<file path="config.mk">
export PLATFORM = sky130hd
export DESIGN_NAME = decode_stage
export DESIGN_NICKNAME = d
export VERILOG_FILES = /design/src/rtl/decode_stage.sv
export SDC_FILE = /design/constraint.sdc
export NUM_CORES = 1
export LEC_CHECK = 0
export ABC_CLOCK_PERIOD_IN_PS = 4400
export BUFFER_PORTS_ARGS = -buffer_cell sky130_fd_sc_hd__buf_2
export CORE_MARGIN = 2
export CORE_UTILIZATION = 45
export CTS_CLUSTER_SIZE = 30
export DETAILED_ROUTE_END_ITERATION = 8
export PLACE_DENSITY = 0.84
export SYNTH_ARGS = -nofsm -noshare
export SYNTH_HDL_FRONTEND = slang
export SYNTH_SLANG_ARGS = --single-unit
</file>
<file path="constraint.sdc">
create_clock -name clk_i -period 4.4 [get_ports clk_i]
set_input_delay 0.66 -clock clk_i [delete_from_list [all_inputs] [get_ports clk_i]]
set_output_delay 0.66 -clock clk_i [all_outputs]
set_load 0.05 [all_outputs]
</file>
<file path="src/rtl/decode_stage.sv">
// Decode stage: turns a raw RV instruction word into a registered decoded bundle
// behind a valid/ready handshake. Define DECODE_STAGE_SKID_EN to add a one-entry skid buffer.
package types;
  typedef enum logic [2:0] {
    R_TYPE,
    I_TYPE,
    S_TYPE,
    B_TYPE,
    U_TYPE,
    J_TYPE,
    INVALID_TYPE
  } inst_format_e;
endpackage

module decode_stage #(
  parameter int XLEN = 32
) (
  input  logic                clk_i,
  input  logic                rst_i,
  input  logic                flush_i,
  input  logic                valid_i,
  output logic                ready_o,
  input  logic [31:0]         inst_i,
  input  logic [XLEN-1:0]     pc_i,
  output logic                valid_o,
  input  logic                ready_i,
  output logic [XLEN-1:0]     pc_o,
  output types::inst_format_e format_o,
  output logic [6:0]          opcode_o,
  output logic [2:0]          funct3_o,
  output logic [6:0]          funct7_o,
  output logic [4:0]          rs1_o,
  output logic [4:0]          rs2_o,
  output logic [4:0]          rd_o,
  output logic [XLEN-1:0]     imm_o,
  output logic                illegal_o
);
  import types::*;

  typedef struct packed {
    logic [XLEN-1:0] pc;
    inst_format_e    fmt;
    logic [6:0]      opcode;
    logic [2:0]      funct3;
    logic [6:0]      funct7;
    logic [4:0]      rs1;
    logic [4:0]      rs2;
    logic [4:0]      rd;
    logic [XLEN-1:0] imm;
    logic            illegal;
  } bundle_t;

  localparam bundle_t BUNDLE_RESET = '{
    pc: '0, fmt: INVALID_TYPE, opcode: '0, funct3: '0, funct7: '0,
    rs1: '0, rs2: '0, rd: '0, imm: '0, illegal: 1'b0
  };

  bundle_t     dec;
  logic [31:0] imm32;
  bundle_t     out_q;
  logic        valid_q;
  logic        accept;

  always_comb begin
    // NOTE: every variable gets a default before the case statements so no path infers a latch.
    dec        = BUNDLE_RESET;
    imm32      = '0;
    dec.pc     = pc_i;
    dec.opcode = inst_i[6:0];
    dec.funct3 = inst_i[14:12];
    dec.funct7 = inst_i[31:25];
    dec.rs1    = inst_i[19:15];
    dec.rs2    = inst_i[24:20];
    dec.rd     = inst_i[11:7];

    case (inst_i[6:0])
      7'b0110011:                                           dec.fmt = R_TYPE;
      7'b0010011, 7'b0000011, 7'b1100111, 7'b0001111,
      7'b1110011:                                           dec.fmt = I_TYPE;
      7'b0100011:                                           dec.fmt = S_TYPE;
      7'b1100011:                                           dec.fmt = B_TYPE;
      7'b0110111, 7'b0010111:                               dec.fmt = U_TYPE;
      7'b1101111:                                           dec.fmt = J_TYPE;
      default:                                              dec.fmt = INVALID_TYPE;
    endcase

    case (dec.fmt)
      I_TYPE:  imm32 = {{20{inst_i[31]}}, inst_i[31:20]};
      S_TYPE:  imm32 = {{20{inst_i[31]}}, inst_i[31:25], inst_i[11:7]};
      B_TYPE:  imm32 = {{19{inst_i[31]}}, inst_i[31], inst_i[7], inst_i[30:25],
                        inst_i[11:8], 1'b0};
      U_TYPE:  imm32 = {inst_i[31:12], 12'b0};
      J_TYPE:  imm32 = {{11{inst_i[31]}}, inst_i[31], inst_i[19:12], inst_i[20],
                        inst_i[30:21], 1'b0};
      default: imm32 = '0;
    endcase

    // Register fields a format does not encode are forced to zero.
    if (dec.fmt inside {I_TYPE, U_TYPE, J_TYPE, INVALID_TYPE}) dec.rs2 = '0;
    if (dec.fmt inside {U_TYPE, J_TYPE, INVALID_TYPE})         dec.rs1 = '0;
    if (dec.fmt inside {S_TYPE, B_TYPE, INVALID_TYPE})         dec.rd  = '0;

    dec.imm     = XLEN'($signed(imm32));
    dec.illegal = (dec.fmt == INVALID_TYPE) || (inst_i[1:0] != 2'b11);
  end

  assign accept = valid_i && ready_o;

`ifdef DECODE_STAGE_SKID_EN
  bundle_t skid_q;
  logic    skid_valid_q;

  // Registered ready: a stalled output still absorbs one more instruction into the skid.
  assign ready_o = !skid_valid_q;

  always_ff @(posedge clk_i) begin
    // NOTE: sequential state uses non-blocking assignments so every flop samples pre-edge values.
    if (rst_i) begin
      valid_q      <= 1'b0;
      skid_valid_q <= 1'b0;
      out_q        <= BUNDLE_RESET;
    end else if (flush_i) begin
      valid_q      <= 1'b0;
      skid_valid_q <= 1'b0;
    end else if (!valid_q || ready_i) begin
      if (skid_valid_q) begin
        out_q        <= skid_q;
        valid_q      <= 1'b1;
        skid_valid_q <= 1'b0;
      end else begin
        valid_q <= accept;
        if (accept) out_q <= dec;
      end
    end else if (accept) begin
      skid_valid_q <= 1'b1;
    end
  end

  // NOTE: the skid payload is qualified by skid_valid_q, so it carries no reset.
  always_ff @(posedge clk_i) begin
    if (!rst_i && !flush_i && valid_q && !ready_i && accept) skid_q <= dec;
  end
`else
  assign ready_o = !valid_q || ready_i;

  always_ff @(posedge clk_i) begin
    if (rst_i) begin
      valid_q <= 1'b0;
      out_q   <= BUNDLE_RESET;
    end else if (flush_i) begin
      valid_q <= 1'b0;
    end else if (ready_o) begin
      valid_q <= valid_i;
      if (valid_i) out_q <= dec;
    end
  end
`endif

  assign valid_o   = valid_q;
  assign pc_o      = out_q.pc;
  assign format_o  = out_q.fmt;
  assign opcode_o  = out_q.opcode;
  assign funct3_o  = out_q.funct3;
  assign funct7_o  = out_q.funct7;
  assign rs1_o     = out_q.rs1;
  assign rs2_o     = out_q.rs2;
  assign rd_o      = out_q.rd;
  assign imm_o     = out_q.imm;
  assign illegal_o = out_q.illegal;

endmodule

</file>
==> results by stage, run 1 <==
Timing:
- On the final layout, the worst clock skew is roughly 0.0064 ns.
- Setup repair after global routing left no endpoint under its margin.
- At the pin with the least slew margin, the transition time is between 0.8 and 0.9 ns.
- The worst path uses approximately 59% of the clock period.
- The upper clock frequency limit is 0.383 GHz.
- Setup violations remaining at the end of the flow were counted as 0.
- After layout, the minimum clock period comes to 2.61 ns.
- The final-report max-slew violation count is 0.
- Hold timing on the final database bottoms out at a slack of between 0.4 and 0.5 ns.
- The total negative setup slack is 0 ns.
- In this run the tightest slew margin relative to its limit is between 40% and 50%.
- The final-report hold violation count was 0.

Clocking:
- TritonCTS built the clock tree.
- Clock latency on the worst-skew pair, taken at its later pin, is 0.36 ns.
- In this run the clock root is driven by a sky130_fd_sc_hd__clkbuf_8.
- The number of hold buffers added after CTS was 0.
- In this run, CTS created clock tree buffers numbering 9.
- After clock tree synthesis, the clock-pin slew on the worst setup and hold paths is 0.09 ns.
- The number of gates resized after CTS was 0.
- No sink is reached through more buffers than the 2 on the longest clock path.
- The post-CTS setup buffer count is 0.
- The CTS sink count is 101.
- The number of H-tree levels is 3.

Worst setup path:
- The slowest stage of the critical path is the sky130_fd_sc_hd__or4_1 cell.
- The cell type with the highest occurrence count on the critical path is sky130_fd_sc_hd__o211a_1.
- STA puts the critical path data required time at 4.67 ns.
- For flop-to-flop paths, the worst setup slack is roughly 2 ns.
- Measured in cells, the most critical reg-to-reg path has a length of 7.
- The worst setup path is launched from an input port.
- In this run the critical register-to-register path is captured at imm_o[22]$_SDFFE_PP0P_.
- The most critical setup path has its startpoint at inst_i[0].
- The signal on the critical path passes through buf_2 -> and2_1 -> o211a_1 -> inv_1 -> ha_1 -> or4_1 -> o211a_1 -> o311a_1 -> a221oi_2.
- The worst setup path is of the input port to register kind.
- The largest single stage delay on the critical path is 0.42 ns.
- The launch instance of the worst register-to-register path is valid_o$_SDFFE_PP0P_.
- The type of destination of the critical path is a register.
- The worst-path maximum fanout is 10.
- The data arrival time of the critical path is between 2 and 3 ns.

Global routing:
- The number of antenna violations at the first check in global routing is 0.
- Entering global routing, the biggest net connects 67 pins.
- The global-route wire length before repair is 18600 µm.
- The number of global-route vias before repair came to slightly below 4k.
- The total global routing track utilization is a little under a quarter.
- The global-route congestion overflow total is 0.

Yosys:
- The library cell occupying the most area in the post-synthesis netlist is sky130_fd_sc_hd__dfxtp_1.
- The number of nets in the synthesized netlist is between 500 and 600.
- The sequential fraction of the synthesis area is 48.9%.
- After synthesis, the mean cell area works out to ~8.5 µm².
- The most used flip-flop cell after synthesis is sky130_fd_sc_hd__dfxtp_1.
- After synthesis, the most frequently instantiated cells are 135 x sky130_fd_sc_hd__nand2_1, 101 x sky130_fd_sc_hd__dfxtp_1, 63 x sky130_fd_sc_hd__a21oi_1.
- The count of distinct cell types in the synthesized netlist is 52.
- The count of synthesis-stage warnings from yosys is 0.
- The post-synthesis instance total is 487.
- Summing every instance area after synthesis gives slightly above 4000 µm².
- In this run, synthesis inferred 0 flip-flops with an integrated enable.
- The most common cell in the synthesized netlist is sky130_fd_sc_hd__nand2_1.
- The share of flip-flops with an asynchronous set or reset after synthesis is 0%.
- The top cell type by area accounts for 48.9% of the synthesized area.
- The synthesized design contains roughly 100 register bits.
- Yosys attributes the largest share of cell area to sky130_fd_sc_hd__dfxtp_1 49%, sky130_fd_sc_hd__nand2_1 12%, sky130_fd_sc_hd__a21oi_1 7.6%.

Layout:
- The post-route netlist has between 30% and 40% of its cells at a drive strength greater than 1.
- The net total in the final layout is between 700 and 800.
- The repair_antennas step left the layout with diodes totalling 0.
- The count of fill cells added during filler insertion is roughly 830.
- The summed area of non-filler cells in the final layout is roughly 5200 µm².
- Relative to the synthesized area, the layout overhead comes to 25.9%.

Status:
- The run finished with clean final reports.

Floorplan:
- The width of the chip is ~100 µm.
- The die covers around 10000 µm².
- During I/O placement, the number of pins put on the boundary was 171.
- For this configuration, the core starts out at a cell density of a little under half.
- The area of the placeable core is just under 9000 µm².
- The die is ~100 µm tall.
- The number of placement rows is 34.

Route:
- Once detail routing completed, the nets flagged for antenna violations numbered 0.
- The count of routing violations after the opening detailed-route iteration is 342.
- The detailed-route DRC error count is 0.
- The via count of the routed design is 4071.
- The iteration count of the initial detailed-routing pass is 6.
- After detailed routing, the total wire length is 11600 µm.
- Dividing the detail-routed wire length by the instance count gives about 15 µm.
- In the routed layout, each cell is associated on average with a via count of between 5 and 6.

Hold path:
- In this run the worst hold path is classified as register to register.
- The worst hold path terminates at pc_o[31]$_SDFFE_PP0P_.
- In this run the most critical hold path is launched from pc_o[31]$_SDFFE_PP0P_.
- The worst hold path was traced through 2 stages.

Power:
- For this design the ratio of total power to cell area is around 340 nW/µm².
- IR analysis of the VDD net gives a maximum drop of around 200 µV.
- The leakage power summed over all cells is between 2 and 2.5 nW.
- The design draws ~0.0018 W.

Placement:
- The placed wire-length estimate is between 8000 and 9000 µm.
- The placed instances occupy a cell area of 5030 µm².
- At the end of routability-driven placement, the weighted congestion stood at 0.884.
- The count of input and output buffers is 170.

Run:
- The number of maximum-capacitance constraint violations is 0.
==> area by class of cell <==
| type | instances | area, µm² | area share (%) |
|---|---|---|---|
| Clock buffer | 12 | 155 | 2.98 |
| Sequential cell | 101 | 2020 | 38.8 |
| Multi-Input combinational cell | 347 | 1960 | 37.6 |
| Clock inverter | 3 | 21.3 | 0.408 |
| Tap cell | 108 | 135 | 2.59 |
| Timing Repair Buffer | 176 | 896 | 17.2 |
| Inverter | 5 | 18.8 | 0.360 |
==> power by group <==
part,total [W],internal [W],switching [W]
clock network,0.000543,0.000234,0.000308
registers,0.000947,0.000936,0.0000103
logic,0.000266,0.0000719,0.000194
total,0.00176,0.00124,0.000513
==> state kept, by name (all words and copies together) (netlist names) <==
signal / cells
rs1_o: 5
funct3_o: 3
rs2_o: 5
imm_o: 32
funct7_o: 7
valid_o: 1
pc_o: 32
rd_o: 5
format_o: 3
illegal_o: 1
opcode_o: 7
==> cells by family (layout without fill, tap and decap cells) <==
| logic type | Yosys count | in the layout | share of synthesized area (%) |
|---|---|---|---|
| AOI/OAI and AO/OA | 149 | 149 | 24.8 |
| xor gates and xnor gates | 1 | 1 | 0.212 |
| adders and majority gates | 3 | 3 | 0.907 |
| buffers and inverters | 39 | 196 | 3.93 |
| DFF | 101 | 101 | 48.9 |
| muxes | 1 | 1 | 0.272 |
| and+or+nand+nor | 193 | 193 | 21.0 |
==> worst max-delay path, delay by kind of cell <==
family	cells	cell delay [ns]
buffers and inverters	2	0.20
adder cells (fa/ha/maj)	1	0.28
AND/OR/NAND/NOR	2	0.81
AO/OA/AOI/OAI	4	0.92
==> per-stage QoR <==
stage | util, % | instances | setup slack [ns]
5_1_grt | 59.2 | 752 | 1.70
3_5_place_dp | 57.1 | 737 | 1.49
3_3_place_gp | 57.1 | 737 | 1.56
2_1_floorplan | - | 487 | 1.77
6_report | 59.2 | 752 | 1.79
4_1_cts | 59.2 | 752 | 1.84
==> metal layers <==
layer  up-vias  track usage [%]  share of wire, %
li1       2006                -                 -
met1      1868             28.4                42
met2       170             38.9                48
met3        27             6.34               7.8
met4         0             8.32               1.9
met5         -                0                 0
==> cell usage in the layout, fill, tap and decap left out, types with 3 or more instances in the layout <==
cell,instances
sky130_fd_sc_hd__buf_2,170
sky130_fd_sc_hd__nand2_1,135
sky130_fd_sc_hd__dfxtp_1,101
sky130_fd_sc_hd__a21oi_1,63
sky130_fd_sc_hd__o21ai_0,24
sky130_fd_sc_hd__nor2_1,18
sky130_fd_sc_hd__a22oi_1,16
sky130_fd_sc_hd__a22o_1,11
sky130_fd_sc_hd__a32oi_1,11
sky130_fd_sc_hd__clkbuf_8,11
sky130_fd_sc_hd__and2_1,8
sky130_fd_sc_hd__buf_4,6
sky130_fd_sc_hd__inv_1,5
sky130_fd_sc_hd__a31oi_1,5
sky130_fd_sc_hd__nor2b_1,4
sky130_fd_sc_hd__nand3_1,4
sky130_fd_sc_hd__and3_1,3
sky130_fd_sc_hd__ha_1,3
==> worst max-delay path by stage <==
stage,end,slack (ns)
6_report,imm_o[11]$_SDFFE_PP0P_,1.79
5_1_grt,imm_o[11]$_SDFFE_PP0P_,1.70
4_1_cts,imm_o[11]$_SDFFE_PP0P_,1.84
3_5_place_dp,imm_o[11]$_SDFFE_PP0P_,1.49
3_3_place_gp,imm_o[11]$_SDFFE_PP0P_,1.56
2_1_floorplan,imm_o[11]$_SDFFE_PP0P_,1.77
Note: power is estimated with default switching activity, not from simulation.
==> run 2: changes to the inputs <==
- ABC_CLOCK_PERIOD_IN_PS: 4400 -> 2300
- CORE_UTILIZATION: 45 -> 43
- clock period: 4.4 -> 2.3 ns (I/O delays scaled with it)
==> run 2 against run 1 <==
Power up 100%. Critical path depth stayed put. Register-to-register slack worse by 1.5 ns. Global-route usage fell by 0.45 points. Critical endpoint unchanged. Largest cell class unchanged. Highest routed layer unchanged.
==> results by stage, run 2 (synthesis results as in run 1) <==
Placement:
- The placed wire-length estimate is 9070 µm (+7.8%).
- The placer's final routability congestion estimate is 0.905 (+2.3%).
- The count of input and output buffers is 170 (unchanged).
- The total placed instance area is 5220 µm² (+3.7%).

Timing:
- The final-report hold violation count is 0 (unchanged).
- The final-report max-slew violation count is 0 (unchanged).
- The final worst hold slack is 0.184 ns (-0.270 ns).
- Of the available clock period, the critical path in the final layout requires a little under nine tenths.
- The worst path in the final design needs a cycle of slightly below 2 ns, including I/O delays and setup.
- The total negative setup slack is 0 ns (unchanged).
- The final count of negative-setup-slack endpoints is 0 (unchanged).
- The transition time of the tightest slew-check pin is 0.755 ns (-0.0539 ns).
- The worst max-slew margin expressed relative to the limit came to 49.4% (+3.6 points).
- Setup repair after global routing left no endpoint under its margin.
- The final clock skew is 0.00849 ns (+0.00208 ns).
- The upper clock frequency limit is 0.505 GHz.

Clocking:
- The CTS sink count is 101 (unchanged).
- The clock latency on the worst-skew pair is 0.36 ns (about the same).
- The total clock buffers created by CTS is 9 (unchanged).
- The buffer levels on the longest clock path came to 2 (unchanged).
- The post-CTS setup buffer count was 0 (unchanged).
- The clock transition time at the flip-flop clock pins of the worst setup and hold paths was 0.09 ns (about the same).
- The post-cts resize count is 0 (unchanged).
- The number of H-tree levels was 3 (unchanged).
- The clock tree root buffer cell is sky130_fd_sc_hd__clkbuf_8.
- The CTS tree is built.
- The hold-fix buffer count after cts is 0 (unchanged).

Route:
- The detailed-route DRC error count was 0 (unchanged).
- The residual antenna-violating net count after detailed routing is 0 (unchanged).
- The iteration count of the initial detailed-routing pass is 5 (-1).
- The via count normalized by instance count came to 5.29 (-2.4%).
- The via count of the routed design came to 4202 (+3.2%).
- The count of routing violations after the opening detailed-route iteration is 265 (-23%).
- The sum of routed wire length over all layers came to 12100 µm (+4.3%).
- The per-cell routed wire length was 15.2 µm (-1.4%).

Layout:
- Leaving out fill and tap cells, the most frequent cell in the layout is sky130_fd_sc_hd__buf_2.
- In the layout the commonest cells are 170 x sky130_fd_sc_hd__buf_2, 135 x sky130_fd_sc_hd__nand2_1, 101 x sky130_fd_sc_hd__dfxtp_1, 63 x sky130_fd_sc_hd__a21oi_1, 27 x sky130_fd_sc_hd__buf_4.
- The net total in the final layout is 733 (+2.9%).
- The summed area of non-filler cells in the final layout is 5430 µm² (+4.2%).
- The antenna diode count is 0 (unchanged).
- The share of cells above drive strength 1 is 34.8% (+2.5 points).
- The count of fill cells added during filler insertion is 855 (+2.6%).
- The layout overhead on the synthesized area is 31.1%.

Power:
- The total power density per cell area is 647 nW/µm² (+92%).
- The final total power is 0.00351 W (+100%).
- The peak supply drop is 310 µV (+55%).
- The leakage power summed over all cells is 2.41 nW (+5.1%).

Global routing:
- The number of antenna violations at the first check in global routing is 0 (unchanged).
- The maximum number of pins on one net before global-route repair is 46 (-31%).
- The global-route wire length before repair is 18800 µm (+1.0%).
- The total global routing track utilization is 22.6% (-0.45 points).
- The number of global-route vias before repair is 3830 (-0.34%).
- The global-route congestion overflow total is 0 (unchanged).

Worst setup path:
- The worst setup path is launched from an input port.
- The critical path class is input port to register.
- The worst setup path is captured at a register.
- The required time of the worst setup path came to 2.57 ns (-2.10 ns).
- The worst-path maximum fanout was 5 (-5).
- The data arrival time of the critical path came to 2.25 ns (-0.64 ns).

Hold path:
- The worst hold path belongs to the class input port to register.

Floorplan:
- The area of the die came to 10400 µm² (+4.5%).
- The number of placement rows came to 35 (+2.9%).
- The I/O pin count came to 171 (unchanged).
- The width of the chip came to 102 µm (+2.2%).
- The overall die height is 102 µm (+2.2%).
- The area of the placeable core came to 9280 µm² (+5.4%).
- The initial standard-cell utilization of the core came to 44.6% (-2.4 points).

Run:
- The number of maximum-capacitance constraint violations is 0 (unchanged).

Status:
- The flow ran to the end, and the final reports show no timing, DRC or antenna violations.
-- run 2: where the power goes --
group / internal [W] / switching [W]
combinational: 0.000156 / 0.000379
clock: 0.000541 / 0.000624
sequential: 0.00179 / 0.0000208
-- run 2: final timing paths --
check	start	end	slack, ns	cells past startpoint
max	inst_i[4]	imm_o[11]$_SDFFE_PP0P_	0.32	9
min	flush_i	valid_o$_SDFFE_PP0P_	0.18	2
max reg2reg	valid_o$_SDFFE_PP0P_	pc_o[17]$_SDFFE_PP0P_	0.60	7
min reg2reg	pc_o[0]$_SDFFE_PP0P_	pc_o[0]$_SDFFE_PP0P_	0.46	2
-- run 2: cell type report --
cell class | instances | area [µm²] | area share (%)
clock buffers | 10 | 138 | 2.54
clock inverters | 6 | 68.8 | 1.27
inverters | 5 | 18.8 | 0.346
multi-input cells | 347 | 1960 | 36.2
flip-flops and latches | 101 | 2020 | 37.3
well taps | 129 | 161 | 2.98
repair buffers | 197 | 1050 | 19.4
-- run 2: metal layers --
metal	routed length [µm]	track usage, %
met5	0	0
met4	344	8.10
met3	851	4.86
met2	5780	37.5
met1	5120	29.2
-- run 2: per-stage QoR --
step,util (%),cells,worst slack (ns)
after floorplan,-,487,0.0259
after global placement,56.2,779,0.0306
after detailed placement,56.2,779,-0.0435
after CTS,58.4,795,0.325
after global routing,58.4,795,0.247
final,58.4,795,0.320
-- run 2: worst max-delay path, cell delays in order --
cell and delay, ns:
sky130_fd_sc_hd__buf_2 0.12, sky130_fd_sc_hd__and4b_2 0.26, sky130_fd_sc_hd__o211a_1 0.18, sky130_fd_sc_hd__inv_1 0.06, sky130_fd_sc_hd__ha_2 0.21, sky130_fd_sc_hd__or4_1 0.40
sky130_fd_sc_hd__o211a_1 0.12, sky130_fd_sc_hd__o311a_1 0.30, sky130_fd_sc_hd__a221oi_2 0.24
==> run 3: changes to the inputs <==
- CELL_PAD_IN_SITES_DETAIL_PLACEMENT: default -> 1
- CELL_PAD_IN_SITES_GLOBAL_PLACEMENT: default -> 1
- CORE_UTILIZATION: 43 -> 31
==> run 3 against run 2 <==
Die area rose by 37%. Combinational power rose by 1%. Core utilization fell by 16 points. Setup slack got worse by 0.055 ns. Via count rose by 1.0%. Design area rose by 3.4%. Flip-flop and latch count did not move. Count of clock-buffer cells in the layout did not move. Clock power rose by 43%. Highest routed layer unchanged.
==> results by stage, run 3 (synthesis results as in run 1) <==
Timing:
- The final count of negative-setup-slack endpoints was 0 (unchanged).
- The final clock skew is 0.00709 ns (-0.00140 ns).
- Setup repair after global routing left no endpoint under its margin.
- The post-route minimum period is 2.03 ns (+0.0550 ns).
- The worst max-slew margin expressed relative to the limit came to 48.4% (-1.1 points).
- The total negative setup slack is 0 ns (unchanged).
- The transition time of the tightest slew-check pin is 0.771 ns (+0.0162 ns).
- The final-report max-slew violation count is 0 (unchanged).
- The upper clock frequency limit is 0.491 GHz (-2.7%).
- The final cycle utilization of the critical path is 88.5% (+2.4 points).
- The final-report hold violation count is 0 (unchanged).

Placement:
- The placed wire-length estimate is 10700 µm (+18%).
- The number of cells in the design after placement is 825 (+5.9%).
- The count of input and output buffers came to 170 (unchanged).
- The placer's final routability congestion estimate is 0.887 (-1.9%).

Power:
- The switching part of the total is 27.1% (-2.0 points).
- The fraction of power consumed by sequential logic was 45.1% (-6.5 points).
- The internal power is 0.00293 W (+18%).
- The total power density per cell area is 716 nW/µm² (+11%).
- The peak supply drop is 428 µV (+38%).
- The share of total power in combinational logic is 13.5% (-1.7 points).
- The leakage power summed over all cells is 2.46 nW (+2.1%).
- The power share of the clock group is 41.3% (+8.1 points).
- The net load switching power was 0.00109 W (+6.4%).
- The final total power is 0.00402 W (+14%).

Clocking:
- The CTS sink count came to 101 (unchanged).
- The cell sitting at the root of the clock tree is a sky130_fd_sc_hd__clkbuf_16.
- The post-CTS setup buffer count is 0 (unchanged).
- The clock transition time at the flip-flop clock pins of the worst setup and hold paths is 0.07 ns (-0.02 ns).
- TritonCTS built the clock tree.
- The total clock buffers created by CTS is 9 (unchanged).
- The post-cts resize count was 0 (unchanged).
- The clock latency on the worst-skew pair is 0.35 ns (about the same).
- The hold-fix buffer count after cts is 0 (unchanged).
- The buffer levels on the longest clock path is 2 (unchanged).
- The number of H-tree levels is 3 (unchanged).

Layout:
- The net total in the final layout was 732 (-0.14%).
- The share of cells above drive strength 1 is 34.7% (-0.098 points).
- The count of fill cells added during filler insertion was 1611 (+88%).
- The layout overhead on the synthesized area is 35.5%.
- Leaving out fill and tap cells, the most frequent cell in the layout is sky130_fd_sc_hd__buf_2.
- The number of non-filler instances in the completed layout is 841 (+5.8%).
- In the layout the commonest cells are 170 x sky130_fd_sc_hd__buf_2, 135 x sky130_fd_sc_hd__nand2_1, 101 x sky130_fd_sc_hd__dfxtp_1, 63 x sky130_fd_sc_hd__a21oi_1, 25 x sky130_fd_sc_hd__buf_4.
- The antenna diode count is 0 (unchanged).

Floorplan:
- The overall die height came to 120 µm (+17%).
- The initial standard-cell utilization of the core is 31.5% (-13 points).
- The number of placement rows is 42 (+20%).
- The I/O pin count came to 171 (unchanged).
- The area of the placeable core is 13100 µm² (+42%).
- The width of the chip was 120 µm (+17%).
- The area of the die was 14300 µm² (+37%).

Global routing:
- The number of global-route vias before repair is 4416 (+15%).
- The global-route congestion overflow total is 0 (unchanged).
- The global-route wire length before repair came to 22600 µm (+20%).
- The total global routing track utilization was 19.9% (-2.8 points).
- The maximum number of pins on one net before global-route repair is 37 (-20%).
- The number of antenna violations at the first check in global routing is 0 (unchanged).

Worst setup path:
- The sum of buffers and inverters on the critical path is 2 (unchanged).
- The worst-path cell with the longest stage delay is sky130_fd_sc_hd__or4_1.
- The critical path in this run is classified as input port to register.
- The delay of the slowest critical-path stage is 0.41 ns (about the same).
- The signal on the critical path passes through buf_2 -> and4b_2 -> o211a_1 -> inv_1 -> ha_2 -> or4_1 -> o211a_1 -> o311a_1 -> a221oi_2.
- The required time of the worst setup path is 2.56 ns (about the same).
- The category of the worst setup path launch point is an input port.
- The data arrival time of the critical path is 2.30 ns (+0.05 ns).
- The type of destination of the critical path is a register.
- By instance count, the cell type seen most on the critical path is sky130_fd_sc_hd__o211a_1.
- The kind of cell with the highest combined delay along the critical path is compound AO/OA/AOI/OAI gates.
- The worst-path maximum fanout is 4 (-1).

Route:
- The residual antenna-violating net count after detailed routing is 0 (unchanged).
- The iteration count of the initial detailed-routing pass is 4 (-1).
- The via count of the routed design came to 4246 (+1.0%).
- The sum of routed wire length over all layers came to 14000 µm (+16%).
- The via count normalized by instance count is 5.05 (-4.5%).
- The per-cell routed wire length came to 16.7 µm (+9.7%).
- The detailed-route DRC error count is 0 (unchanged).
- The count of routing violations after the opening detailed-route iteration is 189 (-29%).

Run:
- The number of maximum-capacitance constraint violations is 0 (unchanged).

Status:
- The run finished with clean final reports.

Hold path:
- The classification of the worst-slack hold path is input port to register.
==> run 3: layer usage <==
layer	vias up	part of all wire (%)	global-route usage [%]
met5	-	0	0
li1	2046	-	-
met2	120	49	34.0
met3	20	5.5	4.61
met4	0	2.0	7.43
met1	2060	43	24.3
==> run 3: final timing paths <==
| path | start | cells past startpoint | slack [ns] | end |
|---|---|---|---|---|
| max reg2reg | valid_o$_SDFFE_PP0P_ | 7 | 0.64 | imm_o[11]$_SDFFE_PP0P_ |
| min | flush_i | 2 | 0.21 | valid_o$_SDFFE_PP0P_ |
| max | inst_i[4] | 9 | 0.27 | imm_o[11]$_SDFFE_PP0P_ |
| min reg2reg | opcode_o[3]$_SDFFE_PP0P_ | 2 | 0.45 | opcode_o[3]$_SDFFE_PP0P_ |
==> run 3: layout make-up <==
cell class	instances	area [µm²]	area share (%)
clock inverter	6	86.3	1.54
multi-input combinational	347	1960	35.0
sequential	101	2020	36.1
tap	176	220	3.93
clock buffer	10	239	4.26
timing repair buffer	196	1060	18.9
inverter	5	18.8	0.335
==> run 3: metrics by stage <==
step	area, µm²	setup slack, ns	hold slack [ns]	util (%)
2_1_floorplan	4140	0.0259	0.424	-
5_1_grt	5610	0.104	0.204	42.7
4_1_cts	5610	0.260	0.187	42.7
3_5_place_dp	5280	-0.0701	0.440	40.2
3_3_place_gp	5280	0.0251	0.435	40.2
6_report	5610	0.265	0.208	42.7
==> run 3: power by group through the flow <==
stage | Combinational, W | Sequential [W] | Clock (W)
after detailed placement | 0.000544 | 0.00185 | 0
after global placement | 0.000528 | 0.00185 | 0
final | 0.000543 | 0.00181 | 0.00166
after CTS | 0.000545 | 0.00181 | 0.00171
after floorplan | 0.000190 | 0.00201 | 0
after global routing | 0.000585 | 0.00182 | 0.00178
